$ cat config.mk
export PLATFORM = sky130hd
export DESIGN_NAME = si_tag_start_stop
export DESIGN_NICKNAME = d
export VERILOG_FILES = /design/src/rtl/si_tag_start_stop.sv
export SDC_FILE = /design/constraint.sdc
export NUM_CORES = 1
export LEC_CHECK = 0
export BUFFER_PORTS_ARGS = -buffer_cell sky130_fd_sc_hd__buf_2
export CELL_PAD_IN_SITES_DETAIL_PLACEMENT = 0
export CELL_PAD_IN_SITES_GLOBAL_PLACEMENT = 2
export CORE_ASPECT_RATIO = 1.4
export CORE_UTILIZATION = 30
export DETAILED_ROUTE_END_ITERATION = 16
export GPL_TIMING_DRIVEN = 0
export PLACE_DENSITY_LB_ADDON = 0.1
export SYNTH_ARGS = -nofsm -noshare
export SYNTH_HDL_FRONTEND = slang
export SYNTH_SLANG_ARGS = --single-unit
$ cat constraint.sdc
create_clock -name clk -period 4.9 [get_ports clk]
set_input_delay 1.47 -clock clk [delete_from_list [all_inputs] [get_ports clk]]
set_output_delay 1.47 -clock clk [all_outputs]
set_load 0.005 [all_outputs]
$ cat src/rtl/si_tag_start_stop.sv
// Start-stop interval stage: pairs START/STOP tags, saturates the difference to
// DIFF_WIDTH bits and streams the intervals out of a FWFT FIFO over AXI4-Stream.
module si_tag_start_stop #(
    parameter int DIFF_WIDTH = 32,
    parameter int FIFO_DEPTH = 16
) (
    input  logic                  clk,
    input  logic                  rst_n,
    input  logic                  valid_tag,
    input  logic [63:0]           tagtime,
    input  logic [4:0]            channel,
    input  logic                  rising_edge,
    input  logic                  enable,
    input  logic [4:0]            cfg_start_channel,
    input  logic                  cfg_start_rising,
    input  logic [4:0]            cfg_stop_channel,
    input  logic                  cfg_stop_rising,
    output logic                  m_axis_tvalid,
    input  logic                  m_axis_tready,
    output logic [DIFF_WIDTH-1:0] m_axis_tdata,
    output logic                  m_axis_tuser,
    output logic                  armed,
    output logic [15:0]           dropped_count
);
    localparam int AW = (FIFO_DEPTH > 1) ? $clog2(FIFO_DEPTH) : 1;
    localparam logic [AW:0] FULL_CNT = (AW+1)'(FIFO_DEPTH);

    typedef enum logic {IDLE, ARMED} state_e;

    state_e      state_q, state_d;
    logic [63:0] start_q, start_d;
    logic        is_start, is_stop, emit, relatch;

    assign is_start = valid_tag & enable & (channel == cfg_start_channel) & (rising_edge == cfg_start_rising);
    assign is_stop  = valid_tag & enable & (channel == cfg_stop_channel)  & (rising_edge == cfg_stop_rising);

    always_ff @(posedge clk or negedge rst_n) begin
        if (!rst_n) begin
            state_q <= IDLE;
            start_q <= '0;
        end else begin
            state_q <= state_d;
            start_q <= start_d;
        end
    end

    always_comb begin
        state_d = state_q;
        if (!enable) begin
            state_d = IDLE;
        end else begin
            case (state_q)
                IDLE:    if (is_start) state_d = ARMED;
                ARMED:   if (is_stop && !is_start) state_d = IDLE;
                default: state_d = IDLE;
            endcase
        end
    end

    // A tag matching both START and STOP closes the current interval and opens the next.
    always_comb begin
        emit    = (state_q == ARMED) & is_stop;
        relatch = is_start;
        start_d = relatch ? tagtime : start_q;
    end

    assign armed = (state_q == ARMED);

    // Difference stage; a wrap (stop before start) lands in the upper bits and saturates.
    logic [63:0]           diff;
    logic                  sat;
    logic                  wr_vld_q;
    logic [DIFF_WIDTH-1:0] wr_data_q;
    logic                  wr_user_q;

    assign diff = tagtime - start_q;
    assign sat  = |diff[63:DIFF_WIDTH];

    always_ff @(posedge clk or negedge rst_n) begin
        if (!rst_n) begin
            wr_vld_q  <= 1'b0;
            wr_data_q <= '0;
            wr_user_q <= 1'b0;
        end else begin
            wr_vld_q <= emit;
            if (emit) begin
                wr_data_q <= sat ? '1 : diff[DIFF_WIDTH-1:0];
                wr_user_q <= sat;
            end
        end
    end

    logic [DIFF_WIDTH:0] mem_q [FIFO_DEPTH];
    logic [AW-1:0]       rd_ptr_q, wr_ptr_q;
    logic [AW:0]         count_q, count_d;
    logic [15:0]         dropped_q;
    logic                full, push_ok, pop;

    // Full looks only at the registered count, so a same-cycle pop never rescues a write.
    assign full    = (count_q == FULL_CNT);
    assign push_ok = wr_vld_q & ~full;
    assign pop     = m_axis_tvalid & m_axis_tready;

    always_comb begin
        count_d = count_q;
        case ({push_ok, pop})
            2'b10:   count_d = count_q + (AW+1)'(1);
            2'b01:   count_d = count_q - (AW+1)'(1);
            default: count_d = count_q;
        endcase
    end

    always_ff @(posedge clk) begin
        if (push_ok) mem_q[wr_ptr_q] <= {wr_user_q, wr_data_q};
    end

    always_ff @(posedge clk or negedge rst_n) begin
        if (!rst_n) begin
            rd_ptr_q  <= '0;
            wr_ptr_q  <= '0;
            count_q   <= '0;
            dropped_q <= '0;
        end else begin
            count_q <= count_d;
            if (push_ok) wr_ptr_q <= wr_ptr_q + AW'(1);
            if (pop)     rd_ptr_q <= rd_ptr_q + AW'(1);
            if (wr_vld_q && full && dropped_q != 16'hFFFF) dropped_q <= dropped_q + 16'd1;
        end
    end

    assign m_axis_tvalid = (count_q != '0);
    assign m_axis_tdata  = m_axis_tvalid ? mem_q[rd_ptr_q][DIFF_WIDTH-1:0] : '0;
    assign m_axis_tuser  = m_axis_tvalid ? mem_q[rd_ptr_q][DIFF_WIDTH]     : 1'b0;
    assign dropped_count = dropped_q;

endmodule

## Word-level counts from Yosys, hierarchy flattened

Memory sizes are Yosys's and may differ from the RTL's.
Index checks and enable logic that the tools add are counted.

- Flip-flop bits (word level): 128
- Memory bits (writable): 528
- Bits of input ports: 87
- Output and inout bits: 51
- Word-level logic and storage cells: 51
- Memories kept: 1

- Add/subtract/negate cells: 6
- Equal/unequal tests: 8
- Muxes and demuxes: 10
- Bitwise gates (word level): 10
- Reductions and logical operators: 7

Memories:

| memory | depth | width | rd ports | clocked after memory_dff | wr ports | RTL line | text |
|---|---|---|---|---|---|---|---|
| mem_q | 16 | 33 | 1 | 0 | 1 | 93 | `logic [DIFF_WIDTH:0] mem_q [FIFO_DEPTH];` |

Operator list:

| kind | count |
|---|---|
| $mux 32 | 2 |
| $sub 64x64->64 | 1 |
| $reduce_or 32->1 | 1 |
| $add 16x1->16 const B | 1 |
| $ne 16x16->1 const B | 1 |
| $eq 5x5->1 | 2 |
| $pmux 5 s2 | 1 |
| $add 4x1->4 const B | 2 |
| $and 1x1->1 | 8 |
| $mux 1 | 6 |
| $add 5x1->5 const B | 1 |
| $eq 5x5->1 const B | 1 |
| $reduce_bool 5->1 | 1 |
| $sub 5x1->5 const B | 1 |
| $logic_and 1x1->1 | 3 |
| $eq 1x1->1 | 2 |
| $eq 2x1->1 const B | 1 |
| $eq 2x2->1 const B | 1 |
| $not 1->1 | 2 |
| $pmux 1 s2 | 1 |
| $reduce_bool 2->1 | 1 |
| $logic_not 1->1 | 1 |

## Logic depth before layout (Yosys ltp)

- Depth in word-level cells: 8
- Mapped depth: 15
- Gate-level depth less buffers: 13

## Least setup slack after synthesis

Ideal clock, no wire load.

- Path type: input port to flip-flop
- From: input tagtime[0]
- To: register wr_data_q[26]
- Setup time: 131 ps
- Arrival time: 4905 ps
- Required time: 4769 ps
- Path slack: -137 ps
- Cell stages on the path: 14
- Path buffers: 1
- Cell sequence: inv_1 -> ha_1 -> fa_1 -> nand2b_1 -> a21oi_1 -> o2111ai_1 -> a311o_2 -> a311oi_2 -> mux2_2 -> nor4_1 -> nand4_1 -> nor4_4 -> buf_6 -> a31oi_2

- Longest elaborated chain between the ends: 3

RTL lines:

| item | RTL line | text |
|---|---|---|
| from (decl) | 10 | `input logic [63:0] tagtime,` |
| $sub 64x64->64 * | 76 | `assign diff = tagtime - start_q;` |
| $reduce_or 32->1 | 77 | `assign sat = \|diff[63:DIFF_WIDTH];` |
| $mux 32 * | 87 | `wr_data_q <= sat ? '1 : diff[DIFF_WIDTH-1:0];` |
| to (signal assigned) | 87 |  |
| to (decl) | 73 | `logic [DIFF_WIDTH-1:0] wr_data_q;` |

Mark *: on every way between the ends. The rest lies on a longest branch, timed or not.
A chain may end at the register's enable or synchronous reset.

## Worst setup path in the final report

- From: input tagtime[9]
- To: register wr_data_q[3]

- Longest elaborated chain between the ends: 3

RTL lines:

| item | RTL line |
|---|---|
| $sub 64x64->64 | 76 |
| $reduce_or 32->1 | 77 |
| $mux 32 | 87 |

No other way between the ends.

==> impl_metrics.csv <==
group,metric,value,unit
timing,worst_hold_slack,494.9,ps
synthesis,synth.area.top_cells,"edfxtp_1 (52%), mux4_2 (12%), dfrtp_1 (10%)",
grt,grt_max_degree,83,
route,viasPerCell,5.009,
timing,fmax,0.2099,GHz
floorplanning,die_y,380.0,um
finish,drive_gt1_share,28.94,%
worst_hold_path,hold_start,"start_q[0]$_DFFE_PN0P_",
clocking,path_clk_slew,70,ps
synthesis,syn_area,30620,sq um
placement,hpwl,66520,um
route,dr.pass1.iters,7,
timing,relSlewSlack,31.28,%
grt,grt_pass1_vias,19960,
worst_setup_path,cpPeakStageDelay,550,ps
synthesis,yosysTopAreaCell,"edfxtp_1",
synthesis,avgSynthCellArea,15.30,sq um
worst_setup_path,cp_slowest_cell,"a31oi_1",
route,final_antenna_net_count,0,
worst_setup_path,worstPathArrival,5290,ps
route,drtIter0Drc,999,
worst_hold_path,min_path_cells,2,
worst_setup_path,path_max_fanout,10,
synthesis,synthFlopType,"edfxtp_1",
synthesis,synthCells,2001,
clocking,cts_tree,"yes",
timing,finalCriticalPeriod,4765,ps
worst_setup_path,crit_top_cell,"a31oi_1",
clocking,cts_htree_levels,3,
clocking,root_buffer,"clkbuf_16",
finish,fill_cells,9916,
timing,setup_slack,135.3,ps
run,maxCapViolCount,0,
grt,overflow,0,
floorplanning,dieArea,103400,sq um
clocking,clk_latency,640,ps
synthesis,synth_cell_types,97,
floorplanning,die_w,272.0,um
worst_setup_path,reg2reg_to,"wr_data_q[3]$_DFFE_PN0P_",
route,vias,18210,
worst_setup_path,critical_path_required,5430,ps
synthesis,async_flop_share,19.51,%
worst_setup_path,r2r_cells,14,
timing,hold_viol_final,0,
finish,fin_nets,2413,
worst_setup_path,r2r-start,"start_q[0]$_DFFE_PN0P_",
route,drc,0,
pwr,powerDensity,429.5,nW/um^2
synthesis,synth_edf_count,528,
synthesis,synth-seq-cells,656,
finish,mostFrequentLayoutCells,"edfxtp_1 (528), mux4_2 (165), buf_2 (148), dfrtp_1 (127), nand2_1 (103)",
timing,maxSlewViolCount,0,
timing,rsz0062_at_grt,"yes",
timing,finalCritPeriodShare,97.24,%
worst_setup_path,crit_path_end_kind,"register",
finish,final_common_cell,"edfxtp_1",
clocking,cts.sinks,656,
pwr,finalPower,15.58,mW
synthesis,yosysTopAreaCellShare,51.77,%
synthesis,syn_nets,2163,
timing,tightest_slew,1031,ps
synthesis,synth_seq_area_share,62.23,%
floorplanning,core_area,101200,sq um
floorplanning,row_count,138,
worst_setup_path,critPathLaunch,"tagtime[9]",
synthesis,ys_warn_count,0,
worst_setup_path,cp_cell_sequence,"buf_2 > ha_1 > a21oi_1 > o21ai_0 > nand3_1 > a31oi_1 > or2_2 > a31oi_1 > xnor2_1 > a21oi_1 > nor4b_2 > buf_4 > buf_4 > a31oi_1",
placement,io_buffer_count,137,
worst_setup_path,start_kind,"primary input",
placement,routabilityCongestion,0.8591,
route,drt_wl_total,91650,um
floorplanning,start_util,30.27,%
grt,antenna_found_initial,3,
pwr,cellLeakagePower,11.34,nW
clocking,postCtsHoldBufs,0,
finish,multiInputGateArea,10770,sq um
worst_setup_path,crit_buf_inv,3,
worst_setup_path,critPathTopFamily,"compound AO/OA/AOI/OAI gates",
grt,grt.total_usage,17.92,%
pwr,vdd_drop_max,0.3049,mV
grt,grt_pass1_wl,134700,um
worst_setup_path,r2r_slack,740,ps
run_status,outcome,"finished clean",
timing,finalClockSkew,23.38,ps
route,wl_per_cell,25.21,um
finish,syn2layout_area_growth,18.43,%
finish,layout.area.seq,19060,sq um
worst_hold_path,min_to,"start_q[0]$_DFFE_PN0P_",
worst_hold_path,hold_path.class,"register to register",
timing,setup_tns,0,ps
clocking,cts_buffers,71,
placement,dpl_worst_slack,-1034,ps
floorplanning,io_pins,138,
worst_setup_path,crit_type,"primary input to register",
clocking,clockBufferDepth,3,
timing,setup_violations,0,
worst max-delay path by stage:
stage	slack (ps)	cells after the start	to
global route	-0.7	16	wr_data_q[25]$_DFFE_PN0P_
global placement	-2740	4	mem_q[3][25]$_DFFE_PP_
finish	140	14	wr_data_q[3]$_DFFE_PN0P_
floorplan	10	14	wr_data_q[26]$_DFFE_PN0P_
CTS	30	16	wr_data_q[3]$_DFFE_PN0P_
detailed placement	-1030	13	wr_data_q[22]$_DFFE_PN0P_
cell type report:
| type | count | share of cell area (%) |
|---|---|---|
| timing repair buffer | 181 | 3.495 |
| clock inverter | 41 | 1.456 |
| tap | 1330 | 4.588 |
| antenna | 1 | 0.006900 |
| multi-input combinational | 1148 | 29.70 |
| clock buffer | 86 | 5.258 |
| buffer | 102 | 2.004 |
| inverter | 91 | 0.9418 |
| sequential | 656 | 52.55 |
metrics by stage:
stage          instance area (sq um)  util, %  instances
2_1_floorplan                  30640        -       2001
5_1_grt                        36260    35.84       3635
6_report                       36270    35.84       3636
4_1_cts                        36230    35.80       3634
3_5_place_dp                   33600    33.21       3501
3_3_place_gp                   32990    32.61       3468
what timing repair did:
action | in CTS | in global routing
setup buffers | 8 | 3
setup endpoints to repair | 66 | 33
gates cloned | 0 | 0
gates resized for setup | 68 | 6
pin swaps | 5 | 5
routing by layer:
metal	part of all wire [%]	global-route usage, %
met4	3.1	6.346
met1	37	19.20
met5	0	0
met2	57	35.22
met3	2.9	2.272
synth_stat cells, types with 7 or more instances:
cell type	count
edfxtp_1	528
and3_1	7
o211ai_1	11
a31oi_1	41
a21oi_1	91
nand4_1	38
o21ai_0	64
mux2_2	65
nand2_1	103
nor2_1	109
ha_1	73
nor3_1	44
mux4_2	165
xor2_1	35
and2_1	39
buf_2	12
clkbuf_1	47
inv_1	91
o31ai_1	9
nor4_1	10
buf_6	10
xnor2_1	44
buf_1	17
o21a_1	20
nand2b_1	10
a21o_1	13
clkbuf_8	13
nand3_1	19
and4_1	10
dfrtp_1	128
power by group:
| part | internal [mW] | switching [mW] |
|---|---|---|
| Sequential | 6.06 | 0.0890 |
| Combinational | 1.48 | 2.31 |
| Clock | 3.33 | 2.31 |
| Total | 10.9 | 4.71 |
worst min-delay path, delay by kind of cell, from the launching register on:
| kind | cells | cell delay, ps |
|---|---|---|
| compound gates | 1 | 60 |
| flops | 1 | 360 |
| simple gates | 1 | 50 |
state kept, by name (all words and copies together), names as in the netlist:
| register | flops |
|---|---|
| armed | 1 |
| count_q | 5 |
| dropped_count | 16 |
| mem_q | 528 |
| rd_ptr_q | 4 |
| start_q | 64 |
| wr_data_q | 32 |
| wr_ptr_q | 4 |
| wr_user_q | 1 |
| wr_vld_q | 1 |
cell families (layout without fill, tap and decap cells):
family / count (synthesis) / in the layout / synth area share (%)
xor gates and xnor gates: 79 / 79 / 2.259
muxes: 234 / 234 / 14.66
buffers and inverters: 197 / 501 / 3.277
and+or+nand+nor: 430 / 430 / 7.215
DFF: 656 / 656 / 62.23
AOI/OAI and AO/OA: 330 / 330 / 7.248
adders and majority gates: 75 / 75 / 3.113
other: 0 / 1 / 0
Power figures use the tool's default switching activity.
